File: config.mk
export PLATFORM = sky130hd
export DESIGN_NAME = ov7670_sccb_config_flat
export DESIGN_NICKNAME = d
export VERILOG_FILES = /design/src/rtl/ov7670_sccb_config_if.sv /design/src/rtl/ov7670_sccb_config.sv /design/src/flat_wrapper.sv
export SDC_FILE = /design/constraint.sdc
export NUM_CORES = 1
export LEC_CHECK = 0
export CORE_ASPECT_RATIO = 1.5
export CORE_MARGIN = 1
export CORE_UTILIZATION = 40
export DETAILED_ROUTE_END_ITERATION = 6
export SETUP_SLACK_MARGIN = 0.2
export SLEW_MARGIN = 15
export SYNTH_ARGS = -nofsm -noshare
export SYNTH_HDL_FRONTEND = slang
export SYNTH_SLANG_ARGS = --single-unit
File: constraint.sdc
create_clock -name clk -period 3.2 [get_ports clk]
set_input_delay 0.48 -clock clk [delete_from_list [all_inputs] [get_ports clk]]
set_output_delay 0.48 -clock clk [all_outputs]
set_load 0.02 [all_outputs]
File: src/rtl/ov7670_sccb_config_if.sv
// ---------------------------------------------------------------------------
// ov7670_sccb_config_if
//   SCCB bus bundle between the OV7670 setup sequencer and the camera pins.
//   sioc    : SCCB clock, push-pull, driven by the master
//   siod_oe : 1 = master pulls SIOD low, 0 = released (external pull-up)
//   siod_in : sampled SIOD line returned to the master (ACK checking only)
//   master modport: sequencer side; slave modport: pad / camera side.
// ---------------------------------------------------------------------------
interface ov7670_sccb_config_if;
  logic sioc;
  logic siod_oe;
  logic siod_in;

  modport master (
    output sioc,
    output siod_oe,
    input  siod_in
  );

  modport slave (
    input  sioc,
    input  siod_oe,
    output siod_in
  );
endinterface

File: src/rtl/ov7670_sccb_config.sv
// ---------------------------------------------------------------------------
// ov7670_sccb_config
//   Walks an external register table and writes each entry to the OV7670
//   over SCCB as one 3-phase write {DEV_ADDR, reg, val}. Table entry
//   16'hFFF0 inserts a DELAY_MS pause, 16'hFFFF ends the table. Index 255 is
//   the last entry processed even without an end marker.
//
//   Ports:
//     clk        system clock
//     reset      asynchronous, active-low reset
//     start      one-cycle start pulse (accepted in IDLE/DONE only)
//     rom_addr   registered table index
//     rom_data   table entry {reg, val}, valid one cycle after rom_addr
//     sccb       SCCB bus (master modport): sioc, siod_oe, siod_in
//     busy       high from accepted start until done
//     setup_done level, high after table end until next accepted start
//     err        sticky NACK failure flag (constant 0 without ACK checking)
//
//   Optional feature: define SCCB_ACK_CHECK_EN to sample the 9th bit of each
//   byte, retry an entry up to 3 times on NACK, then flag err and finish.
// ---------------------------------------------------------------------------
module ov7670_sccb_config #(
  parameter int unsigned CLK_FREQ_HZ  = 25000000,
  parameter int unsigned SCCB_FREQ_HZ = 100000,
  parameter logic [7:0]  DEV_ADDR     = 8'h42,
  parameter int unsigned DELAY_MS     = 10
) (
  input  logic                        clk,
  input  logic                        reset,
  input  logic                        start,
  output logic [7:0]                  rom_addr,
  input  logic [15:0]                 rom_data,
  ov7670_sccb_config_if.master        sccb,
  output logic                        busy,
  output logic                        setup_done,
  output logic                        err
);

  localparam int unsigned QDIV      = CLK_FREQ_HZ / (4 * SCCB_FREQ_HZ);
  localparam int unsigned QW        = (QDIV > 1) ? $clog2(QDIV) : 1;
  localparam int unsigned DELAY_CYC = CLK_FREQ_HZ / 1000 * DELAY_MS;
  localparam int unsigned DW        = (DELAY_CYC > 1) ? $clog2(DELAY_CYC) : 1;
  localparam int unsigned DLY_LAST  = (DELAY_CYC > 0) ? DELAY_CYC - 1 : 0;

  typedef enum logic [3:0] {
    IDLE,
    FETCH,
    DECODE,
    START,
    BITS,
    STOP,
    GAP,
    DELAY,
    DONE
  } state_t;

  state_t          state;
  logic [QW-1:0]   qcnt;     // cycles within the current quarter
  logic [1:0]      q;        // quarter index within the current phase/bit
  logic [4:0]      bitcnt;   // 0..26, bit being shifted out
  logic [26:0]     shreg;    // {DEV_ADDR,1,reg,1,val,1}, MSB first
  logic [DW-1:0]   dcnt;
  logic            qtick;

  assign qtick = (qcnt == QW'(QDIV - 1));

`ifdef SCCB_ACK_CHECK_EN
  logic       nack;
  logic [1:0] retries;
  logic       ack_slot;

  // 9th bit of each byte: bit indices 8, 17, 26
  assign ack_slot = (bitcnt == 5'd8) || (bitcnt == 5'd17) || (bitcnt == 5'd26);
`else
  logic unused_siod_in;

  assign unused_siod_in = sccb.siod_in;
  assign err            = 1'b0;
`endif

  always_ff @(posedge clk or negedge reset) begin
    if (!reset) begin
      state        <= IDLE;
      rom_addr     <= '0;
      busy         <= 1'b0;
      setup_done   <= 1'b0;
      sccb.sioc    <= 1'b1;
      sccb.siod_oe <= 1'b0;
      qcnt         <= '0;
      q            <= '0;
      bitcnt       <= '0;
      shreg        <= '0;
      dcnt         <= '0;
`ifdef SCCB_ACK_CHECK_EN
      nack         <= 1'b0;
      retries      <= '0;
      err          <= 1'b0;
`endif
    end else begin
      // Free-running quarter timer; every state entry below restarts it.
      if (qtick) begin
        qcnt <= '0;
        q    <= q + 2'd1;
      end else begin
        qcnt <= qcnt + QW'(1);
      end

      unique case (state)
        IDLE, DONE: begin
          if (start) begin
            state      <= FETCH;
            rom_addr   <= '0;
            busy       <= 1'b1;
            setup_done <= 1'b0;
            qcnt       <= '0;
            q          <= '0;
`ifdef SCCB_ACK_CHECK_EN
            err        <= 1'b0;
            nack       <= 1'b0;
            retries    <= '0;
`endif
          end
        end

        FETCH: begin
          state <= DECODE;
          qcnt  <= '0;
          q     <= '0;
        end

        DECODE: begin
          qcnt <= '0;
          q    <= '0;
          if (rom_data == 16'hFFFF) begin
            state      <= DONE;
            busy       <= 1'b0;
            setup_done <= 1'b1;
          end else if (rom_data == 16'hFFF0) begin
            state <= DELAY;
            dcnt  <= '0;
          end else begin
            state  <= START;
            shreg  <= {DEV_ADDR, 1'b1, rom_data[15:8], 1'b1, rom_data[7:0], 1'b1};
            bitcnt <= '0;
          end
        end

        START: begin
          if (qtick && q == 2'd3) begin
            state  <= BITS;
            bitcnt <= '0;
            qcnt   <= '0;
            q      <= '0;
          end
        end

        BITS: begin
          if (qtick) begin
`ifdef SCCB_ACK_CHECK_EN
            if (q == 2'd2 && ack_slot && sccb.siod_in)
              nack <= 1'b1;
            // nack can only be set on a 9th bit, so seeing it at q3
            // means the byte just completed and the write is abandoned.
            if (q == 2'd3 && (bitcnt == 5'd26 || nack)) begin
`else
            if (q == 2'd3 && bitcnt == 5'd26) begin
`endif
              state <= STOP;
              qcnt  <= '0;
              q     <= '0;
            end else if (q == 2'd3) begin
              bitcnt <= bitcnt + 5'd1;
              shreg  <= {shreg[25:0], 1'b0};
            end
          end
        end

        STOP: begin
          if (qtick && q == 2'd3) begin
            state <= GAP;
            qcnt  <= '0;
            q     <= '0;
          end
        end

        GAP: begin
          if (qtick && q == 2'd3) begin
            qcnt <= '0;
            q    <= '0;
`ifdef SCCB_ACK_CHECK_EN
            if (nack) begin
              nack <= 1'b0;
              if (retries == 2'd3) begin
                err        <= 1'b1;
                state      <= DONE;
                busy       <= 1'b0;
                setup_done <= 1'b1;
              end else begin
                retries <= retries + 2'd1;
                state   <= FETCH;  // same rom_addr: retry the entry
              end
            end else
`endif
            if (rom_addr == 8'hFF) begin
              state      <= DONE;
              busy       <= 1'b0;
              setup_done <= 1'b1;
            end else begin
              rom_addr <= rom_addr + 8'd1;
              state    <= FETCH;
`ifdef SCCB_ACK_CHECK_EN
              retries  <= '0;
`endif
            end
          end
        end

        DELAY: begin
          if (dcnt == DW'(DLY_LAST)) begin
            qcnt <= '0;
            q    <= '0;
            if (rom_addr == 8'hFF) begin
              state      <= DONE;
              busy       <= 1'b0;
              setup_done <= 1'b1;
            end else begin
              rom_addr <= rom_addr + 8'd1;
              state    <= FETCH;
`ifdef SCCB_ACK_CHECK_EN
              retries  <= '0;
`endif
            end
          end else begin
            dcnt <= dcnt + DW'(1);
          end
        end

        default: begin
          state <= IDLE;
        end
      endcase

      // Bus pins are registered from the current state/quarter, so they lag
      // the sequencer by one cycle uniformly; quarter lengths are unaffected.
      unique case (state)
        START: begin
          sccb.sioc    <= (q < 2'd2);
          sccb.siod_oe <= (q != 2'd0);
        end
        BITS: begin
          sccb.sioc    <= (q == 2'd1) || (q == 2'd2);
          sccb.siod_oe <= ~shreg[26];
        end
        STOP: begin
          sccb.sioc    <= (q != 2'd0);
          sccb.siod_oe <= (q < 2'd2);
        end
        default: begin
          sccb.sioc    <= 1'b1;
          sccb.siod_oe <= 1'b0;
        end
      endcase
    end
  end

endmodule

File: src/flat_wrapper.sv
// flat-port wrapper written by rule: the top's interface ports become plain ports
module ov7670_sccb_config_flat 
#(
  parameter int unsigned CLK_FREQ_HZ  = 25000000,
  parameter int unsigned SCCB_FREQ_HZ = 100000,
  parameter logic [7:0]  DEV_ADDR     = 8'h42,
  parameter int unsigned DELAY_MS     = 10
)
  (clk, reset, start, rom_addr, rom_data, busy, setup_done, err, sccb_sioc, sccb_siod_oe, sccb_siod_in);
  ov7670_sccb_config_if sccb_i ();
  input  logic clk;
  input  logic reset;
  input  logic start;
  output logic [7:0] rom_addr;
  input  logic [15:0] rom_data;
  output logic busy;
  output logic setup_done;
  output logic err;
  output wire logic [$bits(sccb_i.sioc)-1:0] sccb_sioc;
  output wire logic [$bits(sccb_i.siod_oe)-1:0] sccb_siod_oe;
  input wire logic [$bits(sccb_i.siod_in)-1:0] sccb_siod_in;
  assign sccb_sioc = sccb_i.sioc;
  assign sccb_siod_oe = sccb_i.siod_oe;
  assign sccb_i.siod_in = sccb_siod_in;
  ov7670_sccb_config #(.CLK_FREQ_HZ(CLK_FREQ_HZ), .SCCB_FREQ_HZ(SCCB_FREQ_HZ), .DEV_ADDR(DEV_ADDR), .DELAY_MS(DELAY_MS)) u_core (.clk(clk), .reset(reset), .start(start), .rom_addr(rom_addr), .rom_data(rom_data), .sccb(sccb_i), .busy(busy), .setup_done(setup_done), .err(err));
endmodule
==> results_dict.tcl <==
set metrics [dict create \
    viasPerCell 5.568 \
    power_frac_comb_pct 32.7 \
    switching_power_w 0.001322 \
    dpl.hpwl_um 6504 \
    synth_flop_cell "dfrtp_1" \
    synth-seq-cells 74 \
    globalRouteTotalUtil_pct 18.81 \
    crit_required_ns 3.43 \
    post-route-drc-count 0 \
    fin_skew_ns 0.009279 \
    cts_tree "done" \
    dieWidth_um 86.13 \
    crit_path_end_kind "register" \
    synth-xor-area-share_pct 2.475 \
    fp.dieH_um 128.2 \
    portBuffers 30 \
    nets 502 \
    ant_nets 0 \
    whs_ns 0.2837 \
    finalHoldViolCount 0 \
    p_seq_share_pct 36.3 \
    ys_warn_count 0 \
    r2r-start "u_core.dcnt[11]" \
    gp_congestion 0.8019 \
    clk_pin_slew_ns 0.06 \
    final_common_cell "nand2_1" \
    drv_slew 0 \
    final.min_clock_period_ns 2.576 \
    p_leak_nw 2.160 \
    r2r-end "u_core.state[2]" \
    cts_buffer_depth 2 \
    die-area_um2 11040 \
    cts_buffers 9 \
    synth_top_cell_area_share_pct 43.02 \
    synth_top_family_by_area "simple AND/OR/NAND/NOR gates" \
    netlist_top_cells_area "dfrtp_1 43%, nand2_1 7.2%, mux2_4 5.7%" \
    syn-num-nets 478 \
    mostFrequentLayoutCells "81 x nand2_1, 73 x dfrtp_1, 29 x nor2_1, 29 x clkdlybuf4s50_1, 23 x nand3_1" \
    totalWireLength_um 9606 \
    gr-total-overflow 0 \
    p_int_w 0.002709 \
    dp.cells 604 \
    synth_compound_area_share_pct 13.26 \
    post-place-ws_ns 0.5790 \
    dr.pass1.iters 4 \
    cpPeakStageDelay_ns 0.72 \
    setup_viol 0 \
    postCtsSetupBuffers 0 \
    crit_path_start_kind "register" \
    synth_area_um2 4247 \
    synth-seq-area-share_pct 43.64 \
    wire_per_inst_um 15.49 \
    crit_path_cell_trace "nor4b_1 -> nand4_1 -> o21ai_0 -> o311ai_0 -> a22o_1" \
    p_per_area_nw_per_um2 805.4 \
    synth.distinct_cells 65 \
    start_util_pct 41.44 \
    worstMarginPinSlew_ns 0.9423 \
    drt_iter0_drc 136 \
    syn2layout_area_growth_pct 17.86 \
    rows 45 \
    synth_area_leader_cell "dfrtp_1" \
    cts.root.buffer_cell "clkbuf_16" \
    cts.sinks 74 \
    setup_slack_ns 0.6242 \
    relSlewSlack_pct 37.18 \
    cp_top_family "compound AO/OA/AOI/OAI gates" \
    outcome "finished clean" \
    cts_hold_buf 0 \
    antenna_cells 0 \
    cts_resized 0 \
    via_count 3452 \
    r2r_setup_slack_ns 0.62 \
    first_global_vias 3440 \
    maxCapViolCount 0 \
    fin_setup_tns_ns 0 \
    core_area_um2 10250 \
    critPathKind "reg -> reg" \
    drive_above_1_share_pct 11.48 \
    period_share_pct 80.49 \
    slowest_stage "o21ai_0" \
    rsz0062_at_grt "no" \
    fin_cells 620 \
    reg2reg_depth 5 \
    worst-path-buf-inv 0 \
    synth_fa_ha_area_share_pct 2.357 \
    grt_max_degree 75 \
    cp.arrival_ns 2.80 \
    max_freq_mhz 388.2 \
    async_reset_ff_share_pct 100.0 \
    antenna_found_initial 0 \
    synth-simple-area-share_pct 25.81 \
    min_path_type "in -> async" \
    crit_cells 5 \
    syn_area_per_cell_um2 9.437 \
    synth_mux_area_share_pct 7.867 \
    clock_latency_ns 0.34 \
    ir_worst_vdd_v 0.0002950 \
    critPathMaxFanout 6 \
    final_util_pct 48.84 \
    grt_pass1_wl_um 16280 \
    switching_share_pct 32.79 \
    htree_levels 3 \
    ios 33 \
    synth_edf_count 0 \
    clockPowerShare_pct 31.0 \
    synth_cells 450 \
]
-- layout make-up --
cell class	count	area [um2]
Clock inverter	5	125.1
Fill cell	1006	5243
Tap cell	141	176.4
Timing Repair Buffer	37	350.3
Inverter	13	48.80
Sequential cell	74	1853
Multi-Input combinational cell	339	2208
Clock buffer	11	242.7
-- stage by stage --
stage | power (W) | area [um2]
finish | 0.004031 | 5005
CTS | 0.004065 | 5005
global route | 0.004283 | 5005
global placement | 0.002759 | 4637
detailed placement | 0.002793 | 4637
floorplan | 0.002495 | 4247
-- per-layer routing --
metal / wire, um / track usage, % / up-vias / part of all wire, %
li1: - / - / 1678 / -
met1: 4329 / 22.24 / 1684 / 45
met2: 4759 / 32.73 / 71 / 50
met3: 270 / 3.284 / 19 / 2.8
met4: 246 / 8.922 / 0 / 2.6
met5: 0 / 0 / - / 0
-- cells in the mapped netlist (3+ instances only) --
cell      instances
nor4_1            7
a31oi_1           5
ha_1              8
a22o_1            9
mux2i_1           6
and4_1            3
nand2b_1          5
dfrtp_1          73
a21oi_1           7
and3_1           10
clkbuf_1         10
buf_2             6
or3_1             4
o211ai_1          8
inv_1            13
and2_1            4
nor4b_1           5
o21a_1            3
buf_1             3
nand2_1          81
mux2_2            3
a211oi_1          4
nand3b_1          4
mux2_4           16
a31o_2            3
o311ai_0          3
o21ai_0          13
xnor2_1           5
nor3_1           11
nor2_1           29
nand3_1          23
nand4_1          14
xor2_1            7
or4_1             3
o31ai_1           3
-- power by group through the flow --
stage,Sequential (W),Combinational [W],Clock (W)
after global routing,0.00150,0.00147,0.00131
after CTS,0.00146,0.00133,0.00128
final,0.00146,0.00132,0.00125
after floorplan,0.00139,0.00110,0
after global placement,0.00146,0.00130,0
after detailed placement,0.00147,0.00132,0
-- logic make-up after synthesis --
group                    Yosys count
XOR/XNOR                          12
AO/OA/AOI/OAI                     78
flip-flops                        74
buffers and inverters             37
AND/OR/NAND/NOR                  215
other                              1
adder cells (fa/ha/maj)            8
multiplexers                      25
-- registers in the layout (all words and copies together) (netlist names) --
signal,cells
u_core.bitcnt,5
u_core.busy,1
u_core.dcnt,18
u_core.q,2
u_core.qcnt,6
u_core.rom_addr,8
u_core.sccb.sioc,1
u_core.sccb.siod_oe,1
u_core.setup_done,1
u_core.shreg,27
u_core.state,4
-- worst max-delay path by stage --
stage | slack, ns | to | start
after floorplan | 1.00 | u_core.bitcnt[1] | u_core.state[2]
after global placement | 0.62 | u_core.dcnt[3] | rom_data[0]
after detailed placement | 0.58 | u_core.dcnt[6] | rom_data[0]
after CTS | 0.60 | u_core.state[2] | u_core.dcnt[11]
after global routing | 0.39 | u_core.state[2] | u_core.dcnt[11]
final | 0.62 | u_core.state[2] | u_core.dcnt[11]
(Power assumes the default switching activity.)
